<file path="src/rtl/alu_ctrl_seq.sv">
// rtl/alu_ctrl_seq.sv - ALU function-code decoder with single-entry output register and mul/div occupancy sequencer
module alu_ctrl_seq #(
    parameter int MULT_LAT = 4,
    parameter int DIV_LAT  = 32,
    parameter int FN_W     = 6
) (
    input  logic            clk,
    input  logic            reset_n,
    input  logic            in_valid,
    output logic            in_ready,
    input  logic [5:0]      opcode,
    input  logic [5:0]      rtype_fncode,
    output logic            out_valid,
    input  logic            out_ready,
    output logic [FN_W-1:0] fncode,
    output logic            illegal,
    output logic            md_start,
    output logic            md_busy,
    output logic            md_done
);

    localparam logic [5:0] OPCODE_RTYPE = 6'h00;
    localparam logic [5:0] OPCODE_ADDIU = 6'h09;
    localparam logic [5:0] OPCODE_SLTI  = 6'h0A;
    localparam logic [5:0] OPCODE_SLTIU = 6'h0B;
    localparam logic [5:0] OPCODE_ANDI  = 6'h0C;
    localparam logic [5:0] OPCODE_ORI   = 6'h0D;
    localparam logic [5:0] OPCODE_XORI  = 6'h0E;
    localparam logic [5:0] OPCODE_LB    = 6'h20;
    localparam logic [5:0] OPCODE_LH    = 6'h21;
    localparam logic [5:0] OPCODE_LWL   = 6'h22;
    localparam logic [5:0] OPCODE_LW    = 6'h23;
    localparam logic [5:0] OPCODE_LBU   = 6'h24;
    localparam logic [5:0] OPCODE_LHU   = 6'h25;
    localparam logic [5:0] OPCODE_LWR   = 6'h26;
    localparam logic [5:0] OPCODE_SW    = 6'h2B;

    localparam logic [5:0] FUNCT_MFHI  = 6'h10;
    localparam logic [5:0] FUNCT_MTHI  = 6'h11;
    localparam logic [5:0] FUNCT_MFLO  = 6'h12;
    localparam logic [5:0] FUNCT_MTLO  = 6'h13;
    localparam logic [5:0] FUNCT_MULT  = 6'h18;
    localparam logic [5:0] FUNCT_MULTU = 6'h19;
    localparam logic [5:0] FUNCT_DIV   = 6'h1A;
    localparam logic [5:0] FUNCT_DIVU  = 6'h1B;
    localparam logic [5:0] FUNCT_ADDU  = 6'h21;
    localparam logic [5:0] FUNCT_AND   = 6'h24;
    localparam logic [5:0] FUNCT_OR    = 6'h25;
    localparam logic [5:0] FUNCT_XOR   = 6'h26;
    localparam logic [5:0] FUNCT_SLT   = 6'h2A;
    localparam logic [5:0] FUNCT_SLTU  = 6'h2B;
    localparam logic [5:0] FUNCT_BAD   = 6'h3F;

    localparam logic [5:0] MULT_CNT = 6'(MULT_LAT);
    localparam logic [5:0] DIV_CNT  = 6'(DIV_LAT);

    typedef enum logic {IDLE, BUSY} state_t;

    state_t     state;
    logic [5:0] cnt;
    logic [5:0] dec_fn;
    logic       dec_ill;
    logic       is_rtype;
    logic       is_mult;
    logic       is_div;
    logic       is_hilo;
    logic       hazard;
    logic       accept;
    logic       md_accept;
    logic [5:0] md_lat;

    always_comb begin
        dec_fn  = FUNCT_BAD;
        dec_ill = 1'b1;
        case (opcode)
            OPCODE_ADDIU, OPCODE_SW, OPCODE_LW, OPCODE_LB, OPCODE_LBU,
            OPCODE_LH, OPCODE_LHU, OPCODE_LWL, OPCODE_LWR: begin
                dec_fn  = FUNCT_ADDU;
                dec_ill = 1'b0;
            end
            OPCODE_ANDI:  begin dec_fn = FUNCT_AND;    dec_ill = 1'b0; end
            OPCODE_ORI:   begin dec_fn = FUNCT_OR;     dec_ill = 1'b0; end
            OPCODE_XORI:  begin dec_fn = FUNCT_XOR;    dec_ill = 1'b0; end
            OPCODE_SLTI:  begin dec_fn = FUNCT_SLT;    dec_ill = 1'b0; end
            OPCODE_SLTIU: begin dec_fn = FUNCT_SLTU;   dec_ill = 1'b0; end
            OPCODE_RTYPE: begin dec_fn = rtype_fncode; dec_ill = 1'b0; end
            default: ;
        endcase
    end

    assign is_rtype  = (opcode == OPCODE_RTYPE);
    assign is_mult   = is_rtype && (rtype_fncode == FUNCT_MULT || rtype_fncode == FUNCT_MULTU);
    assign is_div    = is_rtype && (rtype_fncode == FUNCT_DIV  || rtype_fncode == FUNCT_DIVU);
    assign is_hilo   = is_rtype && (rtype_fncode == FUNCT_MFHI || rtype_fncode == FUNCT_MTHI ||
                                    rtype_fncode == FUNCT_MFLO || rtype_fncode == FUNCT_MTLO);
    // The done cycle releases the hazard so a waiting HI/LO or mul/div op issues with no bubble
    assign hazard    = md_busy && !md_done && (is_mult || is_div || is_hilo);
    assign in_ready  = (!out_valid || out_ready) && !hazard;
    assign accept    = in_valid && in_ready;
    assign md_accept = accept && (is_mult || is_div);
    assign md_lat    = is_mult ? MULT_CNT : DIV_CNT;

    always_ff @(posedge clk or negedge reset_n) begin
        if (!reset_n) begin
            out_valid <= 1'b0;
            fncode    <= '0;
            illegal   <= 1'b0;
        end else if (accept) begin
            out_valid <= 1'b1;
            fncode    <= FN_W'(dec_fn);
            illegal   <= dec_ill;
        end else if (out_ready) begin
            out_valid <= 1'b0;
        end
    end

    always_ff @(posedge clk or negedge reset_n) begin
        if (!reset_n) begin
            state    <= IDLE;
            cnt      <= 6'd0;
            md_start <= 1'b0;
            md_busy  <= 1'b0;
            md_done  <= 1'b0;
        end else if (md_accept) begin
            state    <= BUSY;
            cnt      <= md_lat;
            md_start <= 1'b1;
            md_busy  <= 1'b1;
            md_done  <= (md_lat == 6'd1);
        end else begin
            md_start <= 1'b0;
            case (state)
                IDLE: begin
                    md_busy <= 1'b0;
                    md_done <= 1'b0;
                end
                BUSY: begin
                    if (cnt > 6'd1) begin
                        cnt     <= cnt - 6'd1;
                        md_done <= (cnt == 6'd2);
                    end else begin
                        state   <= IDLE;
                        cnt     <= 6'd0;
                        md_busy <= 1'b0;
                        md_done <= 1'b0;
                    end
                end
                default: state <= IDLE;
            endcase
        end
    end

endmodule

</file>
<file path="config.mk">
export PLATFORM = sky130hd
export DESIGN_NAME = alu_ctrl_seq
export DESIGN_NICKNAME = d
export VERILOG_FILES = /design/src/rtl/alu_ctrl_seq.sv
export SDC_FILE = /design/constraint.sdc
export NUM_CORES = 1
export LEC_CHECK = 0
export ABC_AREA = 1
export CORE_ASPECT_RATIO = 1.25
export CORE_UTILIZATION = 53
export CTS_CLUSTER_DIAMETER = 150
export CTS_CLUSTER_SIZE = 12
export DETAILED_ROUTE_END_ITERATION = 16
export PLACE_DENSITY = 0.91
export SYNTH_ARGS = -nofsm -noshare
export SYNTH_HDL_FRONTEND = slang
export SYNTH_SLANG_ARGS = --single-unit
</file>
<file path="constraint.sdc">
create_clock -name clk -period 2.3 [get_ports clk]
set_input_delay 0.23 -clock clk [delete_from_list [all_inputs] [get_ports clk]]
set_output_delay 0.23 -clock clk [all_outputs]
set_load 0.05 [all_outputs]
</file>
==> impl_metrics.yaml, run 1 <==
yosys:
  seq_area_frac_synth_pct: 36.8
  synth_top_cell_area_share_pct: 36.8
  syn_inst: 171
  ys_ff_latch: 18
  yosys-top-cells-area: "dfrtp_1, nand2_1, nor2_1"
  synth_cell_type_count: 26
  synth_top_area_cell: "dfrtp_1"
  synth_area_sq_mm: 0.00122
  syn-num-nets: 190
  yosys_warnings: 0
  synth_area_per_cell_sq_um: 7.16
route:
  first_iter_violations: 26
  vias: 1163
  drtPass1Iterations: 4
  viasPerCell: 5.01
  drt_wl_total_microns: 2790
  post_drt_wl_per_cell_microns: 12.0
  drtAntennaViolNets: 0
  drc: 0
grt:
  grt_start_max_net_pins: 19
  antenna_found_initial: 0
  grt_pass1_vias: 1173
  grt_pass1_wl_microns: 4710
  grt_use_total_pct: 25.0
  grt-ovfl-total: 0
place:
  dp_cells: 228
  gp_congestion: 0.879
  place_area_sq_mm: 0.00153
  dp_hpwl_microns: 2210
  port_buffers: 27
pwr:
  finalPower_mw: 1.23
  p_leak_nw: 0.783
  vdd_drop_max_mv: 0.583
  cellPowerDensity_mw_per_mm2: 783
clocking:
  ctsLongestPathBuffers: 2
  insertion_delay_ns: 0.30
  cts_tree: "built"
  cts_buffers: 3
  clk_pin_slew_ns: 0.10
  cts.sinks: 18
  htreeDepth: 1
  cts_hold_buf: 0
  cts-resized-gates: 0
  cts-root-buf: "clkbuf_4"
  post-cts-setup-buffers: 0
sta:
  finalSetupTns_ns: 0
  fin_crit_ns: 1.80
  rsz0062_at_grt: "false"
  worstMarginPinSlew_ns: 0.779
  slew_headroom_pct: 47.9
  hold_viol: 0
  clock.fmax_mhz: 557
  finalClockSkew_ns: 0.00817
  period_share_pct: 78.1
  finalSetupViolCount: 0
  slew_violations: 0
finish:
  postLayoutCellArea_sq_mm: 0.00156
  syn_to_final_growth_pct: 27.8
  final_net_count: 221
  drive_gt1_share_pct: 9.95
  layout_commonest_cell: "nand2_1"
  final_cells: 232
  final_cell_mix: "nand2_1, nor2_1, clkdlybuf4s50_1"
  diodes: 0
  filler_cell_count: 187
floorplanning:
  die_x_microns: 45.0
  fp-row-count: 19
  die_h_microns: 55.7
  fp.dieArea_sq_mm: 0.00251
  core-area_sq_mm: 0.00219
  start_util_pct: 55.9
  pin_count: 28
flow_run:
  drv_cap: 0
hold_path:
  min_path_type: "in2async"
critical_path:
  critical_path_arrival_ns: 1.57
  slowest_delay_ns: 0.56
  worstSetupPathType: "in2out"
  crit_chain: "clkdlybuf4s50_1 > nor2_2 > nand3_1 > nor2_1 > nor2_1 > buf_12"
  path_depth: 6
  required_ns: 2.07
  crit_slowest_cell: "clkdlybuf4s50_1"
  ff2ff_path_depth: 8
  cp_common_cell: "nor2_1"
  worst_setup_path_start_kind: "input port"
  endpoint_kind: "primary output"
  setup.worst_path.start: "opcode[1]"
  crit_buf_inv: 2
  crit_family: "buffers and inverters"
  r2r_start: "cnt[0]"
  cp_max_fo: 6
outcome:
  status: "completed"
[worst paths after layout]
check                             to  slack (ns)
setup / recovery            in_ready        0.50
hold / removal                cnt[1]        0.37
setup reg to reg              cnt[0]        0.56
hold reg to reg            fncode[0]        0.50
max in group asynchronous  fncode[5]        1.43
min in group clk           fncode[0]        0.50
[layout make-up]
cell class / count / area, sq um / share of cell area, %
inverters: 28 / 110 / 7.04
repair buffers: 27 / 280 / 17.9
clock buffers: 4 / 36.3 / 2.32
multi-input cells: 124 / 648 / 41.4
well taps: 31 / 38.8 / 2.48
flip-flops and latches: 18 / 450 / 28.8
[cells by family (layout without fill, tap and decap cells)]
family          after synthesis  count (layout)  synth area share [%]
compound gates               17              17                  8.59
xor+xnor                      2               2                  1.43
buf+inv                      29              59                  10.2
fa+ha+maj                     3               3                  3.07
simple gates                102             102                  39.9
flops                        18              18                  36.8
[registers in the layout (all words and copies together) (netlist names)]
register	cells
md_start	1
md_done	1
illegal	1
cnt	6
state	1
out_valid	1
md_busy	1
fncode	6
[power breakdown]
part / switching [mW] / leakage (nW) / internal, mW / total, mW
sequential: 0.0607 / 0.216 / 0.392 / 0.453
combinational: 0.363 / 0.546 / 0.216 / 0.579
clock: 0.0966 / 0.0210 / 0.0966 / 0.193
total: 0.520 / 0.783 / 0.705 / 1.23
[synthesized netlist by cell type, drive strengths merged]
master    n
a211oi    1
a21oi     3
a2bb2oi   4
and2      1
buf       1
dfrtp    18
ha        3
inv      28
nand2    42
nand3    18
nand4     4
nor2     32
nor3      4
o21ai     8
o21bai    1
or2       1
xnor2     1
xor2      1
[through the flow]
| stage | setup slack (ns) | hold slack, ns | util (%) |
|---|---|---|---|
| finish | 0.504 | 0.374 | 71.5 |
| global route | 0.411 | 0.449 | 71.5 |
| CTS | 0.507 | 0.389 | 71.5 |
| detailed placement | 0.448 | 0.487 | 69.9 |
| global placement | 0.471 | 0.463 | 69.9 |
| floorplan | 0.290 | -0.0656 | - |
[layer usage]
layer | vias up | track usage, % | wire length (microns)
met2 | 38 | 45.8 | 1480
met1 | 518 | 27.0 | 1120
met3 | 7 | 2.92 | 122
met4 | 0 | 11.7 | 65
li1 | 600 | - | -
met5 | - | 0 | 0
Note: power is estimated with default switching activity, not from simulation.
==> inputs of run 2 (changes only) <==
Settings changed: CORE_UTILIZATION 53 to 45, PLACE_DENSITY 0.91 to 0.83.
Clock period 2.3 ns to 1.5 ns, I/O delays scaled along.
==> run 2 against run 1 <==
Total power grew 78%. Die area grew 17%. Sequential power grew 60%. Sequential cell count is the same. Clock power grew 36%. Register-to-register slack lost 0.53 ns. Non-clock buffer count grew 31. Worst setup slack lost 0.48 ns. Cell area grew 20%. Worst hold slack lost 0.22 ns.
==> impl_metrics.yaml, run 2 (synthesis results as in run 1) <==
outcome:
  status: "completed"
place:
  dp_slack_ns: -0.221
  gp_congestion: 0.939
  port_buffers: 27
  place_area_sq_mm: 0.00168
  dp_hpwl_microns: 2450
clocking:
  cts-root-buf: "clkbuf_4"
  cts_hold_buf: 0
  insertion_delay_ns: 0.31
  htreeDepth: 1
  clk_pin_slew_ns: 0.11
  cts_buffers: 3
  ctsLongestPathBuffers: 2
  cts_tree: "built"
  cts.sinks: 18
critical_path:
  crit_slowest_cell: "clkdlybuf4s50_1"
  endpoint_kind: "primary output"
  worst_setup_path_start_kind: "input port"
  timing.critical_path.to: "in_ready"
  cp_common_cell: "nor2_4"
  cp_max_fo: 3
  crit_chain: "clkdlybuf4s50_1 > inv_1 > nor2_2 > nand3_1 > nor2_4 > nor2_4 > buf_6"
  required_ns: 1.35
  r2r_slack_ns: 0.03
  ff2ff_path_depth: 10
  timing.rr.end: "cnt[2]"
  slowest_delay_ns: 0.48
  critical_path_arrival_ns: 1.33
  setup.worst_path.start: "rtype_fncode[4]"
  r2r_start: "cnt[0]"
  worstSetupPathType: "in2out"
finish:
  drive_gt1_share_pct: 35.8
  filler_cell_count: 167
  final_cell_mix: "buf_4, nand2_1, inv_1"
  layout_commonest_cell: "buf_4"
  final_net_count: 252
  postLayoutCellArea_sq_mm: 0.00188
  syn_to_final_growth_pct: 53.9
  diodes: 0
  top_regs: "cnt (6), fncode (6)"
grt:
  grt_pass1_wl_microns: 5640
  grt_use_total_pct: 24.9
  grt_start_max_net_pins: 19
  grt_pass1_vias: 1379
  antenna_found_initial: 0
  grt-ovfl-total: 0
route:
  drc: 0
  drtAntennaViolNets: 0
  vias: 1414
  drt_wl_total_microns: 3610
  post_drt_wl_per_cell_microns: 13.6
  wirelength_met1_microns: 1350
  viasPerCell: 5.34
  met2_length_microns: 1940
  first_iter_violations: 66
  top_layer_used: "met4"
  drtPass1Iterations: 5
  route.met3.wl_microns: 186
sta:
  finalClockSkew_ns: 0.0163
  period_share_pct: 98.7
  fin_ws_ns: 0.0199
  finalSetupTns_ns: 0
  hold_viol: 0
  slew_violations: 0
  slew_headroom_pct: 82.3
  rsz0062_at_grt: "true"
  holdWs_ns: 0.152
  fin_crit_ns: 1.48
  finalSetupViolCount: 0
  clock.fmax_mhz: 676
  worstMarginPinSlew_ns: 0.263
floorplanning:
  die_x_microns: 48.6
  core-area_sq_mm: 0.00250
  start_util_pct: 48.9
  pin_count: 28
  die_h_microns: 60.3
  fp-row-count: 20
  fp.dieArea_sq_mm: 0.00293
pwr:
  p_leak_nw: 0.981
  finalPower_mw: 2.18
  cellPowerDensity_mw_per_mm2: 1160
  vdd_drop_max_mv: 0.985
hold_path:
  min_path_type: "in2async"
flow_run:
  drv_cap: 0
run 2: repair_timing:
| action | CTS | global route |
|---|---|---|
| gates resized for setup | 10 | 24 |
| pin swaps | 5 | 14 |
| setup buffers | 3 | 5 |
| setup endpoints to repair | 5 | 16 |
run 2: area by class of cell:
cell class | instances | area, sq um | share of cell area, %
multi-input cells | 124 | 762 | 40.5
repair buffers | 58 | 489 | 26.0
flip-flops and latches | 18 | 454 | 24.1
inverters | 28 | 110 | 5.85
well taps | 33 | 41.3 | 2.19
clock buffers | 4 | 26.3 | 1.40
run 2: worst max-delay path: cells and delay by family:
kind,cells,cell delay [ns]
buffers and inverters,3,0.69
and+or+nand+nor,4,0.47
run 2: report_power, final:
part           internal, mW  total [mW]  leakage [nW]  switching (mW)
Combinational         0.514        1.19         0.754           0.679
Sequential            0.602       0.724         0.212           0.122
Clock                 0.104       0.262        0.0150           0.158
run 2: worst min-delay path by stage:
stage	startpoint	endpoint	slack (ns)
6_report	reset_n	cnt[5]	0.15
5_1_grt	reset_n	cnt[5]	0.18
4_1_cts	reset_n	cnt[5]	0.18
3_5_place_dp	fncode[0]	fncode[0]	0.48
3_3_place_gp	fncode[0]	fncode[0]	0.47
2_1_floorplan	reset_n	cnt[0]	-0.15
run 2: layer usage:
metal	vias to the layer above	track usage, %
met1	676	26.7
met4	0	13.0
met2	57	48.8
met3	19	2.29
met5	-	0
li1	662	-
run 2: stage by stage:
step / utilization (%) / cells
after CTS: 70.5 / 261
final: 75.3 / 265
after detailed placement: 67.2 / 254
after global routing: 75.3 / 265
after floorplan: - / 171
after global placement: 67.2 / 254
==> inputs of run 3 (changes only) <==
Settings changed: CORE_UTILIZATION 45 to 46, CTS_BUF_LIST set to sky130_fd_sc_hd__clkbuf_8, PLACE_DENSITY 0.83 to 0.84, TNS_END_PERCENT set to 5.
==> run 3 against run 2 <==
Global-route usage rose by 0.59 points. Combinational power barely moved. Clock power rose by 52%. Worst setup slack improved by 0.015 ns. Register-to-register slack improved by 0.02 ns. Cell area rose by 0.86%. Critical path type unchanged. Critical endpoint unchanged.
==> impl_metrics.yaml, run 3 (synthesis results as in run 1) <==
outcome:
  status: "completed"
sta:
  finalClockSkew_ns: 0.00914
  worstMarginPinSlew_ns: 0.278
  slew_violations: 0
  finalSetupTns_ns: 0
  finalSetupViolCount: 0
  clock.fmax_mhz: 682
  rsz0062_at_grt: "true"
  slew_headroom_pct: 81.4
  fin_crit_ns: 1.47
  period_share_pct: 97.7
  hold_viol: 0
floorplanning:
  pin_count: 28
  core-area_sq_mm: 0.00248
  fp.dieArea_sq_mm: 0.00287
  die_h_microns: 59.7
  start_util_pct: 49.4
  fp-row-count: 20
  die_x_microns: 48.1
pwr:
  intPower_mw: 1.37
  power_frac_seq_pct: 30.4
  p_switching_mw: 0.940
  pwr-share-clk_pct: 17.3
  p_sw_share_pct: 40.8
  cellPowerDensity_mw_per_mm2: 1210
  finalPower_mw: 2.31
  power_frac_comb_pct: 52.3
  p_leak_nw: 1.01
  vdd_drop_max_mv: 1.01
critical_path:
  worst_setup_path_start_kind: "input port"
  critical_path_arrival_ns: 1.32
  required_ns: 1.35
  crit_chain: "clkdlybuf4s50_1 > inv_1 > nor2_2 > nand3_1 > nor2_4 > nor2_4 > buf_8"
  cp_max_fo: 3
  cp_common_cell: "nor2_4"
  crit_slowest_cell: "clkdlybuf4s50_1"
  endpoint_kind: "primary output"
  slowest_delay_ns: 0.49
  worstSetupPathType: "in2out"
clocking:
  cts_hold_buf: 0
  cts_buffers: 3
  clk_pin_slew_ns: 0.07
  insertion_delay_ns: 0.25
  cts-root-buf: "clkbuf_8"
  htreeDepth: 1
  cts_tree: "built"
  cts.sinks: 18
  ctsLongestPathBuffers: 2
finish:
  filler_cell_count: 177
  diodes: 0
  syn_to_final_growth_pct: 55.2
  final_net_count: 252
  final_cell_mix: "buf_4, nand2_1, inv_1"
  postLayoutCellArea_sq_mm: 0.00190
  post-route-util_pct: 76.7
  top_regs: "cnt (6), fncode (6)"
  layout_commonest_cell: "buf_4"
  drive_gt1_share_pct: 34.5
  final_cells: 265
place:
  dp_hpwl_microns: 2520
  gp_congestion: 0.905
  dp_cells: 256
  port_buffers: 27
  place_area_sq_mm: 0.00170
grt:
  grt_use_total_pct: 25.5
  grt-ovfl-total: 0
  grt_pass1_vias: 1358
  grt_pass1_wl_microns: 5260
  grt_start_max_net_pins: 19
  antenna_found_initial: 0
route:
  viasPerCell: 5.15
  drtAntennaViolNets: 0
  first_iter_violations: 24
  drt_wl_total_microns: 3510
  post_drt_wl_per_cell_microns: 13.2
  drtPass1Iterations: 4
  vias: 1366
  drc: 0
flow_run:
  drv_cap: 0
hold_path:
  min_path_type: "in2async"
-- run 3: changes by cell type in the layout (fill, tap and decap cells not counted), sizes merged --
cell	before	now
dlymetal6s2s	5	6
dlygate4sd2	0	1
clkdlybuf4s50	10	8
-- run 3: worst paths after layout --
path,end,slack [ns],start,cells after the start
max,in_ready,0.03,rtype_fncode[4],7
min,cnt[5],0.22,reset_n,2
max reg2reg,cnt[5],0.05,cnt[0],8
min reg2reg,fncode[0],0.50,fncode[0],2
max in group asynchronous,md_busy,1.07,reset_n,2
min in group clk,fncode[5],0.47,opcode[4],5
-- run 3: layer usage --
layer	vias up	routed length [microns]	GRT usage, %
met3	12	122	5.44
met2	50	1920	46.5
met5	-	0	0
li1	665	-	-
met4	0	70	11.5
met1	639	1390	26.3
-- run 3: area by class of cell --
cell class                      count  area, sq um  area share, %
Multi-Input combinational cell    124          744           39.2
Tap cell                           33         41.3           2.17
Clock buffer                        4         55.1           2.90
Sequential cell                    18          454           23.9
Inverter                           28          110           5.80
Timing Repair Buffer               58          494           26.0
-- run 3: timing repair --
| item | in CTS | in global routing |
|---|---|---|
| gates resized for setup | 14 | 19 |
| endpoints found under the setup margin | 6 | 16 |
| setup buffers | 4 | 2 |
| pin swaps | 8 | 12 |
-- run 3: through the flow --
stage	hold WS, ns	setup WS, ns
after floorplan	-0.146	0.0208
after global placement	0.466	-0.198
after detailed placement	0.488	-0.250
after CTS	0.226	0.00596
after global routing	0.250	-0.0529
final	0.219	0.0345
-- run 3: power by group through the flow --
stage	combinational [mW]	sequential (mW)	clock [mW]
after global placement	0.946	0.689	0
after CTS	1.10	0.690	0.405
final	1.21	0.701	0.398
after global routing	1.32	0.713	0.426
after detailed placement	0.983	0.698	0
after floorplan	0.520	0.794	0
-- run 3: worst max-delay path: cells and delay by family --
family                 cells  cell delay [ns]
AND/OR/NAND/NOR            4             0.47
buffers and inverters      3             0.70
